--- config.mk ---
export PLATFORM = sky130hd
export DESIGN_NAME = ep_multibin_decoder
export DESIGN_NICKNAME = d
export VERILOG_FILES = /design/src/rtl/ep_dec_pkg.sv /design/src/rtl/ep_bin_stage.sv /design/src/rtl/ep_multibin_decoder.sv
export SDC_FILE = /design/constraint.sdc
export NUM_CORES = 1
export LEC_CHECK = 0
export BUFFER_PORTS_ARGS = -buffer_cell sky130_fd_sc_hd__buf_2
export CORE_MARGIN = 3
export CORE_UTILIZATION = 40
export CTS_BUF_LIST = sky130_fd_sc_hd__clkbuf_4
export CTS_CLUSTER_DIAMETER = 80
export CTS_CLUSTER_SIZE = 12
export DETAILED_ROUTE_END_ITERATION = 8
export HOLD_SLACK_MARGIN = 0.06
export PLACE_DENSITY = 0.59
export SYNTH_ARGS = -nofsm -noshare
export SYNTH_HDL_FRONTEND = slang
export SYNTH_HIERARCHICAL = 1
export SYNTH_SLANG_ARGS = --single-unit
--- constraint.sdc ---
create_clock -name clk -period 16.7 [get_ports clk]
set_clock_uncertainty 0.05 [all_clocks]
set_input_delay 3.34 -clock clk [delete_from_list [all_inputs] [get_ports clk]]
set_output_delay 3.34 -clock clk [all_outputs]
set_load 0.005 [all_outputs]
--- src/rtl/ep_dec_pkg.sv ---
// Shared types and constants for the multi-bin bypass arithmetic decoder.
// Holds the FSM state encoding, datapath widths and the range scaling helper.
package ep_dec_pkg;

    typedef enum logic [2:0] {
        ST_IDLE,
        ST_INIT0,
        ST_INIT1,
        ST_READY,
        ST_DECODE,
        ST_DONE
    } state_t;

    localparam int VALUE_W     = 17;
    localparam int SCALE_SHIFT = 7;

    localparam logic [8:0]        INIT_RANGE       = 9'd510;
    localparam logic signed [3:0] BITS_NEEDED_INIT = -4'sd8;

    // Range aligned with the value register for the bypass compare.
    function automatic logic [VALUE_W-1:0] scale_range(
        input logic [8:0] r
    );
        return VALUE_W'(r) << SCALE_SHIFT;
    endfunction

endpackage

--- src/rtl/ep_bin_stage.sv ---
// Combinational single-bin bypass decode step; chained once per bin per cycle.
// Ports: enable, value_in, bits_needed_in, range, byte_in in;
//        value_out, bits_needed_out, bin, needs_byte out.
module ep_bin_stage
    import ep_dec_pkg::*;
(
    input  logic                enable,
    input  logic [VALUE_W-1:0]  value_in,
    input  logic signed [3:0]   bits_needed_in,
    input  logic [8:0]          range,
    input  logic [7:0]          byte_in,
    output logic [VALUE_W-1:0]  value_out,
    output logic signed [3:0]   bits_needed_out,
    output logic                bin,
    output logic                needs_byte
);

    logic [VALUE_W-1:0] shifted;
    logic [VALUE_W-1:0] filled;
    logic [VALUE_W-1:0] scaled;
    logic signed [3:0]  bn_inc;

    always_comb begin
        // Stored value stays below 2^16, so dropping the MSB is lossless.
        shifted    = value_in << 1;
        bn_inc     = bits_needed_in + 4'sd1;
        needs_byte = enable && !bn_inc[3];
        filled     = needs_byte ? shifted + VALUE_W'(byte_in) : shifted;
        scaled     = scale_range(range);

        value_out       = value_in;
        bits_needed_out = bits_needed_in;
        bin             = 1'b0;

        if (enable) begin
            bits_needed_out = needs_byte ? BITS_NEEDED_INIT : bn_inc;
            if (filled >= scaled) begin
                bin       = 1'b1;
                value_out = filled - scaled;
            end else begin
                value_out = filled;
            end
        end
    end

endmodule

--- src/rtl/ep_multibin_decoder.sv ---
// Bypass-bin arithmetic decoder resolving up to BINS_PER_CYCLE bins per clock.
// Ports: byte stream valid/ready in, burst request in, bins/value/bits out.
module ep_multibin_decoder
    import ep_dec_pkg::*;
#(
    parameter  int BINS_PER_CYCLE = 4,
    parameter  int MAX_BINS       = 32,
    parameter  int CNT_W          = 7,
    localparam int RW             = $clog2(MAX_BINS + 1)
) (
    input  logic                clk,
    input  logic                reset_n,
    input  logic                init_start,
    input  logic [7:0]          byte_data,
    input  logic                byte_valid,
    output logic                byte_ready,
    input  logic                req_valid,
    output logic                req_ready,
    input  logic [RW-1:0]       req_count,
    input  logic [8:0]          range_in,
    output logic                bins_valid,
    output logic [MAX_BINS-1:0] bins_out,
    output logic [16:0]         value_out,
    output logic signed [3:0]   bits_needed_out,
    output logic                busy,
    output logic [CNT_W-1:0]    cycle_count
);

    localparam logic [RW-1:0] BPC_W = RW'(BINS_PER_CYCLE);

    state_t state;
    state_t state_nxt;

    logic [VALUE_W-1:0]  value;
    logic signed [3:0]   bits_needed;
    logic [8:0]          range;
    logic [RW-1:0]       remaining;
    logic [MAX_BINS-1:0] bins_sr;
    logic [MAX_BINS-1:0] bins_nxt;
    logic [CNT_W-1:0]    cycles;

    logic [VALUE_W-1:0] cv    [0:BINS_PER_CYCLE];
    logic signed [3:0]  cb    [0:BINS_PER_CYCLE];
    logic               taken [0:BINS_PER_CYCLE];
    logic               en    [0:BINS_PER_CYCLE-1];
    logic               bin   [0:BINS_PER_CYCLE-1];
    logic               nb    [0:BINS_PER_CYCLE-1];

    logic          need_byte;
    logic          stall;
    logic          last;
    logic          accept;
    logic [RW-1:0] step;

    assign cv[0]    = value;
    assign cb[0]    = bits_needed;
    assign taken[0] = 1'b0;

    for (genvar i = 0; i < BINS_PER_CYCLE; i++) begin : g_stage
        assign en[i] = remaining > RW'(i);

        // Only the first stage that asks for a byte receives it.
        ep_bin_stage u_stage (
            .enable          (en[i]),
            .value_in        (cv[i]),
            .bits_needed_in  (cb[i]),
            .range           (range),
            .byte_in         (taken[i] ? 8'h00 : byte_data),
            .value_out       (cv[i+1]),
            .bits_needed_out (cb[i+1]),
            .bin             (bin[i]),
            .needs_byte      (nb[i])
        );

        assign taken[i+1] = taken[i] | nb[i];
    end

    assign need_byte = taken[BINS_PER_CYCLE];
    assign stall     = need_byte && !byte_valid;
    assign last      = remaining <= BPC_W;
    assign step      = last ? remaining : BPC_W;
    assign accept    = (state == ST_READY) && req_valid && !init_start;

    // Earliest bin of the cycle is shifted in first, ending nearest the MSB.
    always_comb begin
        bins_nxt = bins_sr;
        for (int i = 0; i < BINS_PER_CYCLE; i++) begin
            if (en[i]) begin
                bins_nxt = {bins_nxt[MAX_BINS-2:0], bin[i]};
            end
        end
    end

    always_ff @(posedge clk or negedge reset_n) begin
        if (!reset_n) begin
            state <= ST_IDLE;
        end else begin
            state <= state_nxt;
        end
    end

    always_comb begin
        state_nxt = state;
        if (init_start) begin
            state_nxt = ST_INIT0;
        end else begin
            unique case (state)
                ST_IDLE:   state_nxt = ST_IDLE;
                ST_INIT0:  if (byte_valid) state_nxt = ST_INIT1;
                ST_INIT1:  if (byte_valid) state_nxt = ST_READY;
                ST_READY:  if (req_valid) state_nxt = ST_DECODE;
                ST_DECODE: if (!stall && last) state_nxt = ST_DONE;
                ST_DONE:   state_nxt = ST_READY;
                default:   state_nxt = ST_IDLE;
            endcase
        end
    end

    always_comb begin
        byte_ready = 1'b0;
        req_ready  = 1'b0;
        busy       = 1'b0;
        bins_valid = 1'b0;
        unique case (state)
            ST_INIT0, ST_INIT1: begin
                byte_ready = !init_start;
                busy       = 1'b1;
            end
            ST_READY: begin
                req_ready = !init_start;
            end
            ST_DECODE: begin
                byte_ready = need_byte && !init_start;
                busy       = 1'b1;
            end
            ST_DONE: begin
                bins_valid = 1'b1;
            end
            default: begin
            end
        endcase
    end

    always_ff @(posedge clk or negedge reset_n) begin
        if (!reset_n) begin
            value       <= '0;
            bits_needed <= BITS_NEEDED_INIT;
            range       <= INIT_RANGE;
            remaining   <= '0;
            bins_sr     <= '0;
            cycles      <= '0;
        end else if (!init_start) begin
            unique case (state)
                ST_INIT0: begin
                    if (byte_valid) begin
                        value <= {1'b0, byte_data, 8'h00};
                    end
                end
                ST_INIT1: begin
                    if (byte_valid) begin
                        value[7:0]  <= byte_data;
                        bits_needed <= BITS_NEEDED_INIT;
                    end
                end
                ST_READY: begin
                    if (accept) begin
                        range     <= range_in;
                        remaining <= (req_count == '0) ? RW'(1)
                                                       : req_count;
                        bins_sr   <= '0;
                        cycles    <= '0;
                    end
                end
                ST_DECODE: begin
                    cycles <= cycles + 1'b1;
                    if (!stall) begin
                        value       <= cv[BINS_PER_CYCLE];
                        bits_needed <= cb[BINS_PER_CYCLE];
                        bins_sr     <= bins_nxt;
                        remaining   <= remaining - step;
                    end
                end
                default: begin
                end
            endcase
        end
    end

    assign bins_out        = bins_sr;
    assign value_out       = value;
    assign bits_needed_out = bits_needed;
    assign cycle_count     = cycles;

endmodule

; ---- Yosys cells after proc, flatten, opt, wreduce, memory -nomap -nowiden
; Cells that the tools add are included.
[totals]
reg_bits = 78
in_bits = 28
wordCells = 142
[op_classes]
add_sub_neg = 14
magnitude_cmp = 9
eq_ne = 14
mux = 59
bitwise_logic = 4
reduce_logical = 32
[op_table]
columns = cell, count
row1 = $mux W17, 14
row2 = $mux W32, 6
row3 = $add A17 B8 Y17, 4
row4 = $ge A17 B16 Y1, 4
row5 = $sub A17 B16 Y17, 4
row6 = $pmux W32 S2, 1
row7 = $mux W4, 10
row8 = $mux W8, 4
row9 = $mux W6, 4
row10 = $pmux W8 S3, 1
row11 = $pmux W9 S2, 1
row12 = $add A4 B2 Y4 const B, 4
row13 = $reduce_and A4 Y1, 4
row14 = $mux W3, 5
row15 = $pmux W3 S5, 1
row16 = $reduce_and A5 Y1, 3
row17 = $pmux W7 S2, 1
row18 = $gt A6 B1 Y1 const B, 2
row19 = $gt A6 B2 Y1 const B, 2
row20 = $ne A3 B3 Y1 const B, 4
row21 = $pmux W6 S2, 1
row22 = $logic_and A1 B1 Y1, 9
row23 = $ne A2 B2 Y1 const B, 4
row24 = $pmux W4 S2, 1
row25 = other kinds (19), 38

; ---- Longest topological paths before layout
; Gate-level depths: netlist (run 1).
[depth]
depth_word = 25
mapped_depth = 64

; ---- By module
; The synthesis (run 1) kept the hierarchy.
[modules_own_cells]
columns = mod, n_inst, cells_each, area_each_um2, seq_area_each_um2
row1 = ep_multibin_decoder, 1, 535, 5133.7, 1963.1
row2 = ep_bin_stage (g_stage[0].u_stage ...), 3, 214, 1383.8, 0.0
row3 = ep_bin_stage (g_stage[3].u_stage), 1, 208, 1416.4, 0.0

; ---- Least setup slack after synthesis (run 1)
; No wires, ideal clock.
[synth_timing]
path_kind = input -> register
from = in byte_data[1]
to = reg value[7] (netlist: value_out[7])
t_arrival_ps = 14063
required_ps = 16525
path_slack_ps = 2462
path_stages = 55
n_path_buf = 3
cell_sequence = ha_1 fa_1 nand3_1 a21oi_1 o21ai_0 nor3_1 xor2_1 ha_1 or3_1 o211a_1 o21a_1 a21oi_1 clkbuf_1 nand3_1 a31oi_1 nand2_1 nor2_1 nand2_2 [... 19 more ...] a21oi_1 clkbuf_1 nand3_1 a31oi_1 nand3_1 nor2_1 o2111ai_1 xnor2_1 ha_1 and4_1 nand3_1 nor3_1 a31oi_1 o31ai_1 nor4_1 a221o_1 a22o_1 mux2_2
[synth_lines]
columns = element, line_no
row1 = start: declaration, ep_multibin_decoder.sv:14  ; input logic [7:0] byte_data,
row2 = end signal: assignment, ep_multibin_decoder.sv:156  ; value <= {1'b0, byte_data, 8'h00};
row3 = end signal: assignment, ep_multibin_decoder.sv:161  ; value[7:0] <= byte_data;
row4 = end signal: assignment, ep_multibin_decoder.sv:177  ; value <= cv[BINS_PER_CYCLE];
row5 = end: declaration, ep_multibin_decoder.sv:34  ; logic [VALUE_W-1:0] value;

==> flow_metrics.tcl, run 1 <==
set metrics [dict create \
    tns_ns 0 \
    yosysTopAreaCell "dfrtp_1" \
    place_ws_ns -0.159 \
    nets 1514 \
    die-area_um2 28800 \
    grt_pass1_wl_um 55300 \
    core_area_um2 26200 \
    wl_per_cell_um 19.9 \
    synth_edf_count 0 \
    use_met1 0.335 \
    grt_usage 0.236 \
    run_status "completed" \
    arrival_ns 16.04 \
    netlist_instances 1385 \
    busiest_layer "met2" \
    r2r_setup_slack_ns 2.87 \
    synth_top_area_frac 0.161 \
    antenna_found_initial 1 \
    die-height_um 170 \
    vias 10600 \
    synth_area_leaders "dfrtp_1 16%, mux2i_1 8.3%, ha_1 8.2%" \
    std_cell_rows 59 \
    postRouteAntennaNets 0 \
    avgViaCountPerCell 6.09 \
    cts_tree "yes" \
    drv_cap 0 \
    initialDrtViolationCount 936 \
    setup_violations 0 \
    clk_latency_ns 0.45 \
    maxSlewHeadroom 0.210 \
    grt_max_degree 72 \
    setup_ws_ns 0.945 \
    clock_sinks 78 \
    drt-pass1-iter-count 6 \
    yosysSeqAreaShare 0.183 \
    worstRegToRegCells 55 \
    crit_path_max_fanout 10 \
    syn_to_final_growth_pct 6.62 \
    fmax_ghz 0.0635 \
    critPathLaunchType "input port" \
    fin_crit_ns 15.75 \
    place.gp.congestion 0.975 \
    synth_nets 1491 \
    crit_path_top_delay_cell "a31oi_1" \
    hpwlAfterDp_um 26500 \
    hold_class "reg -> reg" \
    drive_above_1_share 0.151 \
    worstHoldPathCells 2 \
    gr-usage-met3 0.0252 \
    rsz0062_at_grt "false" \
    h-tree-depth 3 \
    end_kind "flop" \
    crit-reg2reg-launch "remaining[2]$_DFFE_PN0P_" \
    r2r-end "value_out[7]$_DFFE_PN0P_" \
    route.detailed.drc 0 \
    drt_wl_total_um 34900 \
    cts.reportedPaths.clkPinSlew_ns 0.13 \
    start_util 0.408 \
    critPathMaxStageDelay_ns 0.45 \
    ys.warnings.count 6 \
    syn_area_per_cell_um2 7.73 \
    hold_buffers 0 \
    met2_usage 0.383 \
    fp.dieW_um 170 \
    worstSetupEndpoint "value_out[7]$_DFFE_PN0P_" \
    syn_area_um2 10700 \
    worst-setup-path-type "in -> reg" \
    numCtsBuffers 9 \
    slew_viol_final 0 \
    finalHoldViolations 0 \
    post_cts.repair.setup_buffers 0 \
    grt_pass1_vias 9951 \
    tightest_slew_ns 1.18 \
    grt-ovfl-total 0 \
    utilization 0.435 \
    async_flop_share 1.00 \
    synth.distinct_cells 81 \
    cp-startpoint "byte_data[1]" \
    cts-root-buf "clkbuf_4" \
    timing.final.crit_share 0.943 \
    boundaryPins 92 \
    cp_data_required_time_ns 16.98 \
    io_buffers 91 \
    cts_buffer_depth 2 \
    synth_ff_type "dfrtp_1" \
    ys_seq_elements 78 \
]
-- synth_stat cells, drive strengths merged, types with 24 or more instances --
cell,count
nand2,125
inv,74
mux2i,89
dfrtp,69
and2,24
nor2b,29
a21oi,71
nand3,66
buf,49
xor2,32
mux2,24
ha,70
nor3,48
a31oi,33
xnor2,38
o21ai,86
clkbuf,45
nor2,101
-- state kept, by name (all words and copies together) (netlist names) --
| register | cells |
|---|---|
| cycle_count | 7 |
| bits_needed_out | 4 |
| value_out | 17 |
| remaining | 6 |
| range | 9 |
| bins_out | 32 |
| state | 3 |
-- final cells by class --
type	instances	area, um^2
Antenna cell	1	2.50
Clock buffer	10	75.1
Timing Repair Buffer	106	571
Fill cell	2686	14800
Tap cell	335	419
Sequential cell	78	1960
Clock inverter	5	83.8
Multi-Input combinational cell	1139	8020
Inverter	74	278
-- how the worst min path moves through the flow --
stage,startpoint,endpoint
after detailed placement,bits_needed_out[3]$_DFFE_PN1P_,bits_needed_out[3]$_DFFE_PN1P_
after CTS,bits_needed_out[3]$_DFFE_PN1P_,bits_needed_out[3]$_DFFE_PN1P_
after global routing,bits_needed_out[3]$_DFFE_PN1P_,bits_needed_out[3]$_DFFE_PN1P_
final,bits_needed_out[3]$_DFFE_PN1P_,bits_needed_out[3]$_DFFE_PN1P_
after floorplan,range[2]$_DFFE_PN1P_,range[2]$_DFFE_PN1P_
after global placement,bits_needed_out[3]$_DFFE_PN1P_,bits_needed_out[3]$_DFFE_PN1P_
-- logic make-up after synthesis --
family | Yosys count | share of synthesized area
compound gates | 370 | 0.234
xor+xnor | 70 | 0.0594
other cells | 1 | 0.000350
flops | 78 | 0.183
buf+inv | 168 | 0.0733
fa+ha+maj | 78 | 0.0968
simple gates | 506 | 0.242
mux | 114 | 0.111
-- worst max-delay path: cells and delay by family --
kind	cells	cell delay (ns)
AO/OA/AOI/OAI	24	6.20
AND/OR/NAND/NOR	17	2.84
adder cells (fa/ha/maj)	7	2.16
XOR/XNOR	4	0.59
multiplexers	2	0.47
buffers and inverters	2	0.41
-- through the flow --
step | cells | area, um^2 | hold WS (ns)
after floorplan | 1385 | 10700 | 0.411
after global placement | 1732 | 11200 | 0.453
after detailed placement | 1732 | 11200 | 0.460
after CTS | 1747 | 11400 | 0.479
after global routing | 1748 | 11400 | 0.500
final | 1748 | 11400 | 0.483
-- placed cells by master (no fill, tap or decap), types with 8 or more instances in the layout --
master	instances
nand4_1	14
mux2_2	24
xnor2_1	38
buf_2	90
nand3_1	66
o211ai_1	9
o2bb2ai_1	22
o21a_1	15
xor2_1	29
or3_1	20
a31oi_1	29
dfstp_2	9
o31ai_1	18
nor2_1	101
a221o_1	12
dfrtp_1	68
inv_1	73
nor4_1	9
nor3_1	46
clkbuf_4	10
fa_1	8
a21oi_1	68
o21ai_0	82
and3_1	16
a21o_1	17
buf_4	16
ha_1	70
or2_2	14
a22o_1	19
nor2b_1	29
and2_1	22
mux2i_1	89
nand2_1	122
-- routing by layer --
metal | routed length, um | vias up
li1 | - | 5100
met1 | 16200 | 5137
met2 | 15900 | 336
met3 | 1760 | 70
met4 | 1040 | 0
met5 | 0 | -
-- timing repair --
item	in CTS	in global routing
setup endpoints to repair	0	11
gates resized for setup	0	13
endpoints found under the hold margin	0	0
Power of run 1 is left out: the tool's default activity adds up to more than one toggle a clock period on the data nets, which glitch-free logic cannot reach.
==> inputs of run 2 (changes only) <==
--- a/config.mk
+++ b/config.mk
@@ -13,7 +13,6 @@
 export CTS_CLUSTER_SIZE = 12
 export DETAILED_ROUTE_END_ITERATION = 8
 export HOLD_SLACK_MARGIN = 0.06
-export PLACE_DENSITY = 0.59
 export SYNTH_ARGS = -nofsm -noshare
 export SYNTH_HDL_FRONTEND = slang
 export SYNTH_HIERARCHICAL = 1
==> run 2 against run 1 <==
Net effect:
- worst hold slack lost 0.011 ns
- count of clock-buffer cells in the layout up 1
- register-to-register slack better by 0.24 ns
- first-iteration DRC count is 14% lower
- sequential cell count did not move
- non-clock buffer count increased by 3
- die area unchanged
- via count decreased by 0.46%
- worst setup slack improved by 0.16 ns
- cell count increased by 0.23%
- cell area is 0.20% higher
- largest cell class unchanged
- highest routed layer is now met5
==> flow_metrics.tcl, run 2 (synthesis results as in run 1) <==
set metrics [dict create \
    run_status "completed" \
    drive_above_1_share 0.151 \
    hpwlAfterDp_um 26300 \
    crit_path_top_delay_cell "fa_1" \
    hold_buffers 0 \
    maxSlewHeadroom 0.247 \
    worstHoldPathCells 2 \
    busiest_layer "met2" \
    grt_usage 0.239 \
    layout_commonest_cell "nand2_1" \
    boundaryPins 92 \
    fp.dieW_um 170 \
    fillers 2695 \
    core_area_um2 26200 \
    wl_per_cell_um 19.9 \
    die-height_um 170 \
    io_buffers 91 \
    grt_max_degree 79 \
    seq_area_um2 1960 \
    numCtsBuffers 9 \
    cts_buffer_depth 2 \
    vias 10600 \
    gr-usage-met3 0.0338 \
    avgViaCountPerCell 6.05 \
    grt_pass1_vias 10100 \
    h-tree-depth 3 \
    drt-pass1-iter-count 5 \
    met2_usage 0.382 \
    cts-root-buf "clkbuf_4" \
    cp-startpoint "byte_data[1]" \
    end_kind "flop" \
    finalHoldViolations 0 \
    cts_tree "yes" \
    largest_reg_flops 32 \
    drv_cap 0 \
    use_met1 0.330 \
    drt_wl_total_um 34900 \
    layout_common_cells "122 x nand2_1, 101 x nor2_1, 90 x buf_2" \
    cp_data_required_time_ns 17.00 \
    timing.final.crit_share 0.934 \
    setup_ws_ns 1.11 \
    std_cell_rows 59 \
    clock_sinks 78 \
    utilization 0.436 \
    tightest_slew_ns 1.13 \
    critPathLaunchType "input port" \
    grt-ovfl-total 0 \
    worstRegToRegCells 58 \
    route.detailed.drc 0 \
    fin_crit_ns 15.59 \
    initialDrtViolationCount 803 \
    postRouteAntennaNets 0 \
    place.gp.congestion 0.968 \
    hold_class "reg -> reg" \
    tns_ns 0 \
    antenna_found_initial 2 \
    syn_to_final_growth_pct 6.83 \
    slew_viol_final 0 \
    die-area_um2 28800 \
    grt_pass1_wl_um 55300 \
    critPathMaxStageDelay_ns 0.42 \
    setup_violations 0 \
    place_ws_ns 0.188 \
    start_util 0.408 \
    critPathMostFrequentCell "nor3_1" \
    crit_path_max_fanout 9 \
    multi_input_area_um2 8010 \
    cts.reportedPaths.clkPinSlew_ns 0.13 \
    crit-reg2reg-launch "remaining[2]$_DFFE_PN0P_" \
    arrival_ns 15.90 \
    nets 1517 \
    fmax_ghz 0.0641 \
    worst-setup-path-type "in -> reg" \
    hold_start "bits_needed_out[3]$_DFFE_PN1P_" \
    clk_latency_ns 0.47 \
]
==> run 2: metal layers <==
metal | routed length, um | vias up | part of all wire
met5 | 10 | - | 0.00029
met4 | 1100 | 2 | 0.031
met3 | 2230 | 71 | 0.064
met2 | 15800 | 332 | 0.45
met1 | 15700 | 5082 | 0.45
li1 | - | 5107 | -
==> run 2: cell type report <==
type                    count  share of cell area
repair buffers            109              0.0519
flip-flops and latches     78               0.172
multi-input cells        1139               0.701
diodes                      1            0.000219
clock buffers              11             0.00722
well taps                 335              0.0367
clock inverters             5             0.00722
inverters                  74              0.0243
==> run 2: path summary, 6_finish.rpt <==
check | end | slack [ns]
max | value_out[13]$_DFFE_PN0P_ | 1.11
min | bits_needed_out[3]$_DFFE_PN1P_ | 0.47
max reg2reg | value_out[13]$_DFFE_PN0P_ | 3.11
min reg2reg | bits_needed_out[3]$_DFFE_PN1P_ | 0.47
max in group asynchronous | remaining[0]$_DFFE_PN0P_ | 12.90
min in group asynchronous | bins_out[18]$_DFFE_PN0P_ | 2.99
==> run 2: repair_timing <==
item / 4_1_cts / 5_1_grt
endpoints found under the setup margin: 0 / 11
endpoints found under the hold margin: 0 / 0
gates resized for setup: 0 / 11
buffers inserted: 0 / 1
==> run 2: worst max-delay path: cells and delay by family <==
family	cells	cell delay [ns]
and+or+nand+nor	26	4.31
AOI/OAI and AO/OA	19	4.88
xor gates and xnor gates	4	0.63
buffers and inverters	2	0.33
adders and majority gates	6	2.15
muxes	1	0.25
==> run 2: per-stage QoR <==
step	instances	hold WS, ns	cell area [um^2]
final	1752	0.472	11400
after global routing	1752	0.495	11400
after CTS	1750	0.475	11400
after detailed placement	1734	0.452	11200
after global placement	1734	0.453	11200
after floorplan	1385	0.411	10700
Power of run 2 is left out for the same reason.
==> inputs of run 3 (changes only) <==
--- a/config.mk
+++ b/config.mk
@@ -7,7 +7,7 @@
 export LEC_CHECK = 0
 export BUFFER_PORTS_ARGS = -buffer_cell sky130_fd_sc_hd__buf_2
 export CORE_MARGIN = 3
-export CORE_UTILIZATION = 40
+export CORE_UTILIZATION = 45
 export CTS_BUF_LIST = sky130_fd_sc_hd__clkbuf_4
 export CTS_CLUSTER_DIAMETER = 80
 export CTS_CLUSTER_SIZE = 12
==> run 3 against run 2 <==
Net effect:
- non-clock buffer count rose by 2
- sequential share of layout area barely moved
- maximum frequency fell by 1.2%
- critical path depth rose by 1
- via count rose by 1.3%
- global-route usage rose by 2.5 points
- utilization rose by 6.1 points
- cell area fell by 0.12%
- sequential cell count did not move
- worst hold slack improved by 0.0065 ns
- worst setup slack got worse by 0.19 ns
- register-to-register slack got worse by 0.27 ns
- largest cell class unchanged
==> flow_metrics.tcl, run 3 (synthesis results as in run 1) <==
set metrics [dict create \
    cts_buffer_depth 2 \
    arrival_ns 16.09 \
    slew_viol_final 0 \
    die-height_um 160 \
    place.gp.congestion 0.972 \
    final_cells 1731 \
    grt_max_degree 72 \
    postRouteAntennaNets 0 \
    utilization 0.497 \
    nets 1519 \
    initialDrtViolationCount 1031 \
    grt-ovfl-total 0 \
    grt_pass1_vias 10000 \
    drv_cap 0 \
    hpwlAfterDp_um 26500 \
    antenna_found_initial 0 \
    cp-startpoint "byte_data[1]" \
    io_buffers 91 \
    cts_tree "yes" \
    critPathMaxStageDelay_ns 0.41 \
    start_util 0.466 \
    boundaryPins 92 \
    crit_path_top_delay_cell "fa_1" \
    grt_usage 0.264 \
    fillers 2321 \
    avgViaCountPerCell 6.20 \
    vias 10700 \
    run_status "completed" \
    hold_class "reg -> reg" \
    fmax_ghz 0.0634 \
    syn_to_final_growth_pct 6.70 \
    largest_reg_flops 32 \
    critPathLaunchType "input port" \
    crit_path_max_fanout 9 \
    end_kind "flop" \
    timing.final.crit_share 0.945 \
    clk_latency_ns 0.48 \
    route.detailed.drc 0 \
    setup_violations 0 \
    cts-root-buf "clkbuf_4" \
    hold_buffers 0 \
    wl_per_cell_um 20.2 \
    drive_above_1_share 0.151 \
    layout_common_cells "122 x nand2_1, 101 x nor2_1, 90 x buf_2" \
    std_cell_rows 55 \
    cp_data_required_time_ns 17.01 \
    drt-pass1-iter-count 5 \
    grt_pass1_wl_um 55200 \
    crit-reg2reg-launch "remaining[2]$_DFFE_PN0P_" \
    fin_crit_ns 15.78 \
    drt_wl_total_um 34900 \
    maxSlewHeadroom 0.226 \
    worst-setup-path-type "in -> reg" \
    dp_cells 1713 \
    layout_commonest_cell "nand2_1" \
    cts.reportedPaths.clkPinSlew_ns 0.17 \
    hold_start "bits_needed_out[3]$_DFFE_PN1P_" \
    core_area_um2 23000 \
    tightest_slew_ns 1.16 \
    critPathMostFrequentCell "ha_1" \
    finalHoldViolations 0 \
    h-tree-depth 3 \
    numCtsBuffers 9 \
    clock_sinks 78 \
    num_antenna_cells 0 \
    fp.dieW_um 160 \
    die-area_um2 25700 \
]
run 3: changes by cell type in the layout (fill, tap and decap cells not counted), moves of 2 or more:
cell,before,now
clkbuf_4,11,9
buf_4,19,21
a21o_2,3,1
a21o_1,17,19
inv_8,0,4
run 3: repair_timing:
action	in CTS	in global routing
endpoints found under the setup margin	0	11
setup buffers	0	2
gates resized for setup	0	9
hold endpoints to repair	0	0
run 3: layer usage:
layer  part of all wire  wire (um)  vias up  global-route usage
li1                   -          -     5124                   -
met1               0.45      15600     5127               0.366
met2               0.45      15800      416               0.423
met3              0.070       2440       66              0.0407
met4              0.031       1080        0              0.0809
met5                  0          0        -                   0
run 3: area by class of cell:
cell class | count | area, um^2 | share of cell area
Timing Repair Buffer | 111 | 608 | 0.0533
Sequential cell | 78 | 1960 | 0.172
Clock buffer | 9 | 67.6 | 0.00592
Multi-Input combinational cell | 1139 | 8000 | 0.700
Tap cell | 313 | 392 | 0.0343
Inverter | 74 | 278 | 0.0243
Clock inverter | 7 | 113 | 0.00986
run 3: worst paths after layout:
kind / slack (ns) / to / depth (start not counted)
max in group asynchronous: 12.73 / remaining[0]$_DFFE_PN0P_ / 2
worst max register to register: 2.84 / value_out[13]$_DFFE_PN0P_ / 58
min in group asynchronous: 2.61 / value_out[6]$_DFFE_PN0P_ / 1
worst min-delay path: 0.48 / bits_needed_out[3]$_DFFE_PN1P_ / 2
worst max-delay path: 0.92 / value_out[13]$_DFFE_PN0P_ / 59
worst min register to register: 0.48 / bits_needed_out[3]$_DFFE_PN1P_ / 2
run 3: stage by stage:
stage / setup WS [ns] / cell area (um^2) / setup TNS (ns) / hold slack [ns]
after detailed placement: 0.284 / 11200 / 0 / 0.459
after floorplan: 2.46 / 10700 / 0 / 0.411
after global routing: -0.0786 / 11400 / -0.365 / 0.493
after CTS: 0.780 / 11400 / 0 / 0.481
after global placement: 0.454 / 11200 / 0 / 0.453
final: 0.916 / 11400 / 0 / 0.478
run 3: critical path: cells and delay by family:
kind / cells / cell delay [ns]
compound gates: 21 / 5.27
simple gates: 23 / 3.65
fa+ha+maj: 7 / 2.45
xor+xnor: 4 / 0.63
mux: 2 / 0.41
buf+inv: 2 / 0.31
Power of run 3 is left out for the same reason.
